===== src/rtl/bcd_updown_counter_if.sv =====
// Bundles the control inputs and registered outputs of the two-digit
// BCD up/down counter.
//   master modport: drives en, up, load, load_val; observes the outputs
//   slave  modport: the counter itself
//   en       count enable
//   up       direction, 1 = increment, 0 = decrement
//   load     synchronous load request (wins over en)
//   load_val BCD value to load, [7:4] tens, [3:0] ones
//   ones     registered BCD ones digit
//   tens     registered BCD tens digit
//   tc       terminal-count pulse
//   chg      value-changed strobe
//   load_err rejected-load pulse
interface bcd_updown_counter_if;
  logic       en;
  logic       up;
  logic       load;
  logic [7:0] load_val;
  logic [3:0] ones;
  logic [3:0] tens;
  logic       tc;
  logic       chg;
  logic       load_err;

  modport master (
    output en, up, load, load_val,
    input  ones, tens, tc, chg, load_err
  );

  modport slave (
    input  en, up, load, load_val,
    output ones, tens, tc, chg, load_err
  );
endinterface


===== src/rtl/bcd_updown_counter.sv =====
// Two-digit BCD up/down counter, 00..99, with synchronous load.
// SATURATE = 0 wraps at the limits, SATURATE = 1 holds there.
// Every output is a register, so nothing passes combinationally
// from the inputs to the outputs.
//   clk   single clock, rising edge
//   rst_n asynchronous active-low reset, clears all outputs
//   bus   slave side of bcd_updown_counter_if (controls + outputs)
module bcd_updown_counter #(
  parameter bit SATURATE = 1'b0
) (
  input  logic                   clk,
  input  logic                   rst_n,
  bcd_updown_counter_if.slave    bus
);

  logic [3:0] nxt_ones;
  logic [3:0] nxt_tens;
  logic       at_limit;
  logic       load_ok;

  function automatic logic digit_ok(input logic [3:0] d);
    return d <= 4'd9;
  endfunction

  assign load_ok = digit_ok(bus.load_val[7:4]) && digit_ok(bus.load_val[3:0]);

  // Next count value. The ones digit rolls 9->0 (or 0->9) and carries or
  // borrows into tens on the same edge; at_limit marks 99 going up or
  // 00 going down, where a wrap happens or saturation holds.
  always_comb begin
    nxt_ones = bus.ones;
    nxt_tens = bus.tens;
    at_limit = 1'b0;
    if (bus.up) begin
      at_limit = (bus.tens == 4'd9) && (bus.ones == 4'd9);
      if (bus.ones == 4'd9) begin
        nxt_ones = 4'd0;
        nxt_tens = (bus.tens == 4'd9) ? 4'd0 : bus.tens + 4'd1;
      end else begin
        nxt_ones = bus.ones + 4'd1;
      end
    end else begin
      at_limit = (bus.tens == 4'd0) && (bus.ones == 4'd0);
      if (bus.ones == 4'd0) begin
        nxt_ones = 4'd9;
        nxt_tens = (bus.tens == 4'd0) ? 4'd9 : bus.tens - 4'd1;
      end else begin
        nxt_ones = bus.ones - 4'd1;
      end
    end
  end

  always_ff @(posedge clk or negedge rst_n) begin
    if (!rst_n) begin
      bus.ones     <= 4'd0;
      bus.tens     <= 4'd0;
      bus.tc       <= 1'b0;
      bus.chg      <= 1'b0;
      bus.load_err <= 1'b0;
    end else begin
      // Strobes default low so each lasts exactly one cycle per event.
      bus.tc       <= 1'b0;
      bus.chg      <= 1'b0;
      bus.load_err <= 1'b0;
      if (bus.load) begin
        if (load_ok) begin
          bus.tens <= bus.load_val[7:4];
          bus.ones <= bus.load_val[3:0];
          bus.chg  <= (bus.load_val != {bus.tens, bus.ones});
        end else begin
          bus.load_err <= 1'b1;
        end
      end else if (bus.en) begin
        if (at_limit && SATURATE) begin
          // Held at the limit: the attempt is flagged, the value does not move.
          bus.tc <= 1'b1;
        end else begin
          bus.tens <= nxt_tens;
          bus.ones <= nxt_ones;
          bus.chg  <= 1'b1;
          bus.tc   <= at_limit;
        end
      end
    end
  end

endmodule


===== src/flat_wrapper.sv =====
// flat-port wrapper written by rule: the top's interface ports become plain ports
module bcd_updown_counter_flat 
#(
  parameter bit SATURATE = 1'b0
)
  (clk, rst_n, bus_en, bus_up, bus_load, bus_load_val, bus_ones, bus_tens, bus_tc, bus_chg, bus_load_err);
  bcd_updown_counter_if bus_i ();
  input  logic clk;
  input  logic rst_n;
  input wire logic [$bits(bus_i.en)-1:0] bus_en;
  input wire logic [$bits(bus_i.up)-1:0] bus_up;
  input wire logic [$bits(bus_i.load)-1:0] bus_load;
  input wire logic [$bits(bus_i.load_val)-1:0] bus_load_val;
  output wire logic [$bits(bus_i.ones)-1:0] bus_ones;
  output wire logic [$bits(bus_i.tens)-1:0] bus_tens;
  output wire logic [$bits(bus_i.tc)-1:0] bus_tc;
  output wire logic [$bits(bus_i.chg)-1:0] bus_chg;
  output wire logic [$bits(bus_i.load_err)-1:0] bus_load_err;
  assign bus_i.en = bus_en;
  assign bus_i.up = bus_up;
  assign bus_i.load = bus_load;
  assign bus_i.load_val = bus_load_val;
  assign bus_ones = bus_i.ones;
  assign bus_tens = bus_i.tens;
  assign bus_tc = bus_i.tc;
  assign bus_chg = bus_i.chg;
  assign bus_load_err = bus_i.load_err;
  bcd_updown_counter #(.SATURATE(SATURATE)) u_core (.clk(clk), .rst_n(rst_n), .bus(bus_i));
endmodule

===== config.mk =====
export PLATFORM = sky130hd
export DESIGN_NAME = bcd_updown_counter_flat
export DESIGN_NICKNAME = d
export VERILOG_FILES = /design/src/rtl/bcd_updown_counter_if.sv /design/src/rtl/bcd_updown_counter.sv /design/src/flat_wrapper.sv
export SDC_FILE = /design/constraint.sdc
export NUM_CORES = 1
export LEC_CHECK = 0
export ABC_AREA = 1
export BUFFER_PORTS_ARGS = -buffer_cell sky130_fd_sc_hd__buf_2
export CORE_AREA = 3 3 67 69
export DETAILED_ROUTE_END_ITERATION = 6
export DIE_AREA = 0 0 70 72
export GPL_ROUTABILITY_DRIVEN = 0
export GPL_TIMING_DRIVEN = 0
export SETUP_SLACK_MARGIN = 0.15
export SYNTH_ARGS = -nofsm -noshare
export SYNTH_HDL_FRONTEND = slang
export SYNTH_SLANG_ARGS = --single-unit

===== constraint.sdc =====
create_clock -name clk -period 1.5 [get_ports clk]
set_clock_uncertainty 0.1 [all_clocks]
set_input_delay 0.15 -clock clk [delete_from_list [all_inputs] [get_ports clk]]
set_output_delay 0.15 -clock clk [all_outputs]
set_load 0.01 [all_outputs]

==> metrics.txt, run 1 <==
status complete, no violations; CP startpoint kind flip-flop; WS Path Type flip-flop to flip-flop; cell taking the most area after synthesis dfrtp_1; Reg clk slew, reported paths 0.06 ns; worst hold slack 0.145 ns; CP max FO 6; final hold viol count 0; Routed WL 3010 um; Synth Warn # 0; area of the multi-input gates 651 sq um; row cnt 23; HP Class input port to flip-flop; DR vias around 1,200; asr flop ratio synth 100%; Inst Count DP 241; min cycle time layout 1.41 ns; drt first-iter violations 67; Synth Register Bits 11; critical path required time 1.52 ns; gr ovfl total 0; Die W 70 um; H-tree Lvls 1; fmax 0.711 GHz; die footprint slightly above 5000 sq um; worst reg-to-reg path cell count 8; ranking of synthesized cells by area dfrtp_1 (28%), nand2_1 (28%), nand3_1 (10%); Tot GR Track Use 12.0%; Max Root-Sink Buffers 2; # clock sinks 11; Post-Synthesis Cells 168; Critical Path AT 1.43 ns; I/O pin cnt 24; Die Ht 72 um; initial antenna violation count 0; dominant synthesized flop cell dfrtp_1; Slew Limit Fails 0; Starting Density between 20% and 30%; core area 3970 sq um; Remaining DRCs 0; peak supply drop roughly 680 uV; CP endpoint kind flip-flop; final setup fails 0; Post-synth top cells nand2_1 (73), nand3_1 (20), inv_1 (17); Post-layout nets about 230; CTS tree built; vias per cell 4.56; Layout Area Growth over Synthesis 44.6%; post-DP HPWL 2120 um; Post-Syn Area 966 sq um; layout cells sized above 1 34.9%; register area share after synthesis ~28%; Cell Pwr Density 1180 nW/um^2; fin crit share about 94%; largest net degree at the start of global routing 12; CTS root buffer clkbuf_8; top-count cell post-synth nand2_1; First-pass DRT Iterations 4; post-synth cell types 18; Max-Cap Viols 0; unrepaired setup endpoints after global routing yes; Setup Slack @ Placement 0.0297 ns; Synth top area share around 28%; WL/cell 11.5 um; CTS Buf Count 3; ANT nets after route 0; Fillers 462; Pleak 0.756 nW; first-pass GRT wire length 4890 um; Final Non-Filler Cells 262; worst slew pin tran 0.389 ns; syn_nets 181; worst skew pair latency between 0.2 and 0.25 ns; syn avg cell area 5.75 sq um; Port Buf Inserts 23; worst relative slew slack about three quarters; Antenna diodes 0; Worst Hold Depth 5; vias in the first global route 1,098; Final WS setup 0.0927 ns; Reg area 283 sq um; EDFF count, synth 0
area by class of cell:
class,instances,share of cell area (%)
multi-input cells,134,46.6
repair buffers,40,18.4
well taps,50,4.48
plain buffers,2,1.08
flip-flops and latches,11,20.3
clock buffers,4,3.23
inverters,21,6.00
per-stage QoR:
stage	utilization (%)	power [mW]	setup TNS, ns	cell area (sq um)
floorplan	-	0.908	0	971
global placement	28.9	1.11	0	1150
detailed placement	28.9	1.11	0	1150
CTS	33.1	1.55	0	1320
global route	35.2	1.79	-0.00238	1400
finish	35.2	1.65	0	1400
cells in the final DEF, fill, tap and decap left out:
master,netlist,final
nand2_1,73,69
buf_2,0,23
nand3_1,20,20
inv_1,17,13
buf_4,0,13
o21ai_0,10,9
nand4_1,7,7
nor2_1,11,7
nand2_2,4,7
inv_2,4,6
dfrtp_2,0,6
dfrtp_1,11,5
buf_6,0,4
nor2_4,1,4
clkbuf_8,0,3
inv_4,0,2
a21oi_2,0,2
clkbuf_1,1,2
nor2_2,1,2
o21ai_1,1,2
xor2_1,1,1
and2_1,1,1
a21oi_4,1,1
a21oi_1,3,1
nand2_4,0,1
dlygate4sd3_1,0,1
state kept, by name, summed over array words and instances (netlist names):
| signal | flops |
|---|---|
| u_core.bus.ones | 4 |
| u_core.bus.tens | 4 |
| u_core.bus.chg | 1 |
| u_core.bus.load_err | 1 |
| u_core.bus.tc | 1 |
cells by family after synthesis:
logic type / count (synthesis) / share of synthesized area [%]
flip-flops: 11 / 28.5
AO/OA/AOI/OAI: 15 / 8.94
XOR/XNOR: 1 / 0.907
AND/OR/NAND/NOR: 118 / 52.6
buffers and inverters: 23 / 9.07
routing by layer:
metal	wire (um)	global-route usage, %
met5	0	0
met4	36	2.77
met3	153	3.46
met2	1420	21.3
met1	1400	14.5
where the power goes:
part | internal [mW] | switching (mW) | total [mW]
combinational | 0.380 | 0.478 | 0.858
sequential | 0.364 | 0.122 | 0.486
clock | 0.187 | 0.115 | 0.301
critical path, stage by stage, from the launching register on:
cell and delay (ns):
dfrtp_2 0.46, nor2_2 0.14, nand2_2 0.08, nand2_2 0.06
nand2_2 0.06, a21oi_4 0.20, inv_2 0.06, nand2_1 0.06
nand2_1 0.05
final timing paths:
kind	start	end	slack, ns
max	u_core.bus.ones[2]	u_core.bus.tens[1]	0.09
min	bus_load_val[0]	u_core.bus.ones[0]	0.15
max reg2reg	u_core.bus.ones[2]	u_core.bus.tens[1]	0.09
min reg2reg	u_core.bus.tens[2]	u_core.bus.tens[2]	0.49
max in group asynchronous	rst_n	u_core.bus.tens[1]	0.87
min in group asynchronous	rst_n	u_core.bus.ones[2]	0.20
timing repair:
| action | in CTS | in global routing |
|---|---|---|
| gates resized for setup | 14 | 16 |
| pin swaps | 7 | 5 |
| endpoints found under the setup margin | 6 | 9 |
| endpoints found under the hold margin | 11 | 0 |
| setup buffers | 11 | 5 |
| hold buffers | 1 | 0 |
(Power assumes the default switching activity.)
==> run 2: changes to the inputs <==
--- a/constraint.sdc
+++ b/constraint.sdc
@@ -4,2 +4,2 @@
 set_output_delay 0.15 -clock clk [all_outputs]
-set_load 0.01 [all_outputs]
+set_load 0.005 [all_outputs]
==> run 2 against run 1 <==
Count of clock-buffer cells in the layout unchanged. Die area unchanged. Critical path depth increased by 1. Wire length fell by 9.3%. Via count fell by 2.3%. Worst setup slack better by 0.027 ns. Sequential share of layout area grew 1.6 points. Critical path type unchanged. Critical endpoint unchanged. Register-to-register slack better by 0.03 ns. Power decreased by 9.1%. Utilization decreased by 2.5 points.
==> metrics.txt, run 2 (synthesized netlist as in run 1, its figures left out) <==
gr ovfl total 0; M1 GR Usage ~16%; post-DP HPWL 2100 um; Final Non-Filler Cells 253; I/O pin cnt 24; WL/cell around 11 um; CTS tree built; core area 3970 sq um; vias in the first global route 1,081; HP Class input port to flip-flop; Tot Pwr between 1 and 1.5 mW; Max-Cap Viols 0; Inst Count DP 241; CTS root buffer clkbuf_8; Pleak 0.708 nW; vias per cell ~4.6; Starting Density between 20% and 30%; H-tree Lvls 1; Post-layout nets 217; worst relative slew slack roughly three quarters; final setup fails 0; WS Path Type flip-flop to flip-flop; die footprint roughly 5000 sq um; CP max FO 6; critical path required time 1.52 ns; Max Root-Sink Buffers 2; row cnt 23; Tot GR Track Use 11.4%; Worst path top cell family by delay flip-flops; # clock sinks 11; initial antenna violation count 0; largest net degree at the start of global routing 12; Die Ht between 70 and 80 um; worst slew pin tran 0.404 ns; CP endpoint kind flip-flop; drt first-iter violations 73; status complete, no violations; GR peak layer met2; worst path cell trace inv_2 > nor2_4 > nand2_2 > nand2_2 > nand2_2 > a21oi_4 > inv_2 > nand2_1 > nand2_1; Antenna diodes 0; most frequent cells in the layout nand2_1 (70), buf_2 (23), nand3_1 (20), inv_1 (15); first-pass GRT wire length 4800 um; Port Buf Inserts 23; met2 usage 17.8%; Slowest Stage Delay on Critical Path approximately 0.43 ns; min cycle time layout 1.38 ns; Worst path slowest cell dfrtp_2; commonest non-fill, non-tap cell in the layout nand2_1; unrepaired setup endpoints after global routing yes; Layout Area Growth over Synthesis 34.3%; final hold viol count 0; First-pass DRT Iterations 4; fin crit share 92.0%; CTS Buf Count 3; Routed WL 2730 um; Critical Path AT 1.40 ns; Fillers 448; fmax 0.724 GHz; Die W about 70 um; peak supply drop 711 uV; final setup TNS 0 ns; CP startpoint kind flip-flop; Cell Pwr Density between 1000 and 1500 nW/um^2; layout cells sized above 1 29.6%; Crit path buffers/inverters 2; met3 Use GR 3.60%; ANT nets after route 0; worst skew pair latency 0.23 ns; Remaining DRCs 0; DR vias between 1,000 and 1,500; Largest regs u_core.bus.ones: 4 flops, u_core.bus.tens: 4 flops; most frequent CP cell nand2_2; Reg clk slew, reported paths 0.05 ns; Slew Limit Fails 0
[run 2: timing repair]
item,in CTS,in global routing
setup buffers,5,2
endpoints found under the setup margin,6,10
endpoints found under the hold margin,11,0
hold buffers,1,0
resized for setup,13,11
pin swaps,4,2
[run 2: final cells by class]
type	count	area (sq um)	share of cell area [%]
Buffer	2	11.3	0.868
Clock buffer	4	45.0	3.47
Inverter	21	78.8	6.08
Multi-Input combinational cell	134	638	49.2
Sequential cell	11	284	21.9
Tap cell	50	62.6	4.82
Timing Repair Buffer	31	178	13.7
[run 2: worst paths after layout]
| kind | startpoint | endpoint | slack (ns) | depth (start not counted) |
|---|---|---|---|---|
| max | u_core.bus.ones[0] | u_core.bus.tens[1] | 0.12 | 9 |
| min | bus_en | u_core.bus.tc | 0.16 | 3 |
| max reg2reg | u_core.bus.ones[0] | u_core.bus.tens[1] | 0.12 | 9 |
| min reg2reg | u_core.bus.tens[2] | u_core.bus.tens[2] | 0.48 | 2 |
| max in group asynchronous | rst_n | u_core.bus.ones[0] | 0.88 | 2 |
| min in group asynchronous | rst_n | u_core.bus.tens[0] | 0.20 | 2 |
[run 2: worst reg2reg max path: cells and delay by family (launching register included)]
kind            cells  cell delay (ns)
flops               1             0.43
simple gates        6             0.40
compound gates      1             0.19
buf+inv             2             0.15
[run 2: power by group]
group | switching, mW | leakage (nW) | internal [mW]
clock network | 0.100 | 0.0228 | 0.186
logic | 0.432 | 0.556 | 0.304
registers | 0.109 | 0.129 | 0.366
total | 0.640 | 0.708 | 0.856
[run 2: per-stage QoR]
| stage | util (%) | hold slack, ns | area, sq um | worst slack (ns) |
|---|---|---|---|---|
| 2_1_floorplan | - | -0.246 | 966 | 0.169 |
| 3_3_place_gp | 28.8 | -0.0717 | 1140 | -0.0185 |
| 3_5_place_dp | 28.8 | -0.0707 | 1140 | -0.00212 |
| 4_1_cts | 31.8 | 0.158 | 1260 | 0.101 |
| 5_1_grt | 32.7 | 0.181 | 1300 | -0.00363 |
| 6_report | 32.7 | 0.163 | 1300 | 0.119 |
[run 2: routing by layer]
layer / routed length, um / part of all wire (%) / vias up
met5: 0 / 0 / -
met4: 18 / 0.66 / 0
met3: 241 / 8.8 / 2
met2: 1220 / 45 / 51
met1: 1250 / 46 / 508
li1: - / - / 606
==> run 3: changes to the inputs <==
- CORE_AREA: 3 3 67 69 -> 3 3 61 63
- DIE_AREA: 0 0 70 72 -> 0 0 64 66
==> run 3 against run 2 <==
Non-clock buffer count is 2 higher. Critical path type unchanged. Critical endpoint unchanged. Cell count is 0.79% lower. Combinational power hardly changed. Sequential power hardly changed. Worst setup slack worse by 0.015 ns. Utilization is 6.4 points higher. Worst hold slack worse by 0.042 ns. Sequential share of layout area is 0.23 points higher. Largest power group unchanged. Die area is 16% lower. Flip-flop and latch count stayed put. First-iteration DRC count is 26% lower. Register-to-register slack worse by 0.02 ns.
==> metrics.txt, run 3 (synthesized netlist as in run 1, its figures left out) <==
commonest non-fill, non-tap cell in the layout nand2_1; Reg area between 200 and 300 sq um; core area 3280 sq um; WL/cell 10.9 um; CP startpoint kind flip-flop; worst slew pin tran 0.447 ns; most frequent CP cell nand2_2; Max Root-Sink Buffers 2; WS Path Type flip-flop to flip-flop; drt first-iter violations between 50 and 60; Starting Density 29.4%; row cnt 21; CTS tree built; # clock sinks 11; Inst Count DP between 200 and 250; CTS root buffer clkbuf_4; status complete, no violations; Largest regs u_core.bus.ones: 4 flops, u_core.bus.tens: 4 flops; min cycle time layout 1.40 ns; Routed WL 2740 um; initial antenna violation count 0; area of the multi-input gates 631 sq um; final hold viol count 0; Pleak roughly 0.7 nW; peak supply drop around 650 uV; unrepaired setup endpoints after global routing yes; most frequent cells in the layout nand2_1 (72), buf_2 (23), nand3_1 (20), inv_1 (15); clock power share 14.3%; Post-layout nets roughly 220; gr ovfl total 0; HP Class input port to flip-flop; Reg clk slew, reported paths 0.07 ns; worst reg-to-reg path cell count 9; Layout Area Growth over Synthesis 32.9%; critical path required time between 1.5 and 2 ns; worst hold slack 0.121 ns; final setup fails 0; worst relative slew slack ~70%; vias per cell 4.55; Port Buf Inserts 23; Tot GR Track Use 14.1%; Antenna diodes 0; worst skew pair latency 0.27 ns; post-DP HPWL 2090 um; die footprint roughly 4200 sq um; CP max FO 6; Worst Hold Depth 3; first-pass GRT wire length 4760 um; DR vias 1,141; H-tree Lvls 1; Max-Cap Viols 0; sw frac 44.8%; Slew Limit Fails 0; Die W roughly 64 um; net switching power 0.633 mW; Remaining DRCs 0; fmax 0.716 GHz; ANT nets after route 0; Final Non-Filler Cells between 200 and 300; vias in the first global route 1,094; CP endpoint kind flip-flop; First-pass DRT Iterations 4; CTS Buf Count 3; Die Ht 66 um; largest net degree at the start of global routing 12; Fillers 363; Cell Pwr Density about 1100 nW/um^2; Worst path slowest cell dfrtp_2; Pint about 0.78 mW; Flop pwr share 33.7%; Critical Path AT 1.45 ns; Slowest Stage Delay on Critical Path between 0.4 and 0.5 ns; worst path cell trace inv_2 > nor2_4 > nand2_2 > nand2_2 > nand2_2 > a21oi_4 > inv_2 > nand2_1 > nand2_1; fin crit share 93.1%; Combinational Power Share 52.0%; layout cells sized above 1 29.8%; I/O pin cnt 24
[run 3: changes by cell type in the layout (fill, tap and decap cells not counted)]
cell      delta
o21ai_1      -2
clkbuf_4     +3
clkbuf_8     -3
nor2_2       +1
o21ai_0      +2
buf_4        +2
inv_4        +1
nor2_1       -1
nand2_4      -1
nand2_1      +2
nand2_2      -1
inv_2        -1
[run 3: power groups by stage]
stage	clock (mW)	sequential, mW	combinational [mW]
finish	0.203	0.477	0.736
global route	0.232	0.491	0.860
CTS	0.214	0.466	0.688
detailed placement	0	0.466	0.617
global placement	0	0.464	0.615
floorplan	0	0.447	0.432
[run 3: final cells by class]
| cell class | instances | area share [%] |
|---|---|---|
| sequential | 11 | 22.1 |
| timing repair buffer | 33 | 15.0 |
| inverter | 21 | 6.34 |
| tap | 46 | 4.48 |
| clock buffer | 4 | 2.05 |
| multi-input combinational | 134 | 49.1 |
| buffer | 2 | 0.877 |
[run 3: worst paths after layout]
kind	endpoint	start	slack, ns
setup / recovery	u_core.bus.tens[1]	u_core.bus.ones[0]	0.10
hold / removal	u_core.bus.tc	bus_en	0.12
setup reg to reg	u_core.bus.tens[1]	u_core.bus.ones[0]	0.10
hold reg to reg	u_core.bus.tens[2]	u_core.bus.tens[2]	0.47
max in group asynchronous	u_core.bus.tens[2]	rst_n	0.89
min in group asynchronous	u_core.bus.chg	rst_n	0.19
[run 3: what timing repair did]
action	4_1_cts	5_1_grt
buffers inserted	5	4
pin swaps	2	5
gates resized for setup	11	9
hold buffers	1	0
endpoints found under the hold margin	11	0
endpoints found under the setup margin	6	9
[run 3: through the flow]
step           area (sq um)  TNS (ns)  power [mW]  utilization (%)  setup WS, ns
2_1_floorplan           966         0       0.880                -         0.169
3_3_place_gp           1140   -0.0697        1.08             34.7       -0.0272
3_5_place_dp           1140   -0.0241        1.08             34.7       -0.0121
4_1_cts                1230         0        1.37             37.6        0.0902
5_1_grt                1280   -0.0243        1.58             39.1       -0.0138
6_report               1280         0        1.42             39.1         0.104
[run 3: critical path: cells and delay by family, from the launching register on]
family	cells	cell delay, ns
compound gates	1	0.19
simple gates	6	0.43
flops	1	0.42
buf+inv	2	0.14
[run 3: layer usage]
metal	vias to the layer above	track usage (%)	share of wire (%)
met5	-	0	0
met4	0	1.08	0
met3	0	4.08	5.1
met2	26	25.7	47
met1	506	16.9	48
li1	609	-	-
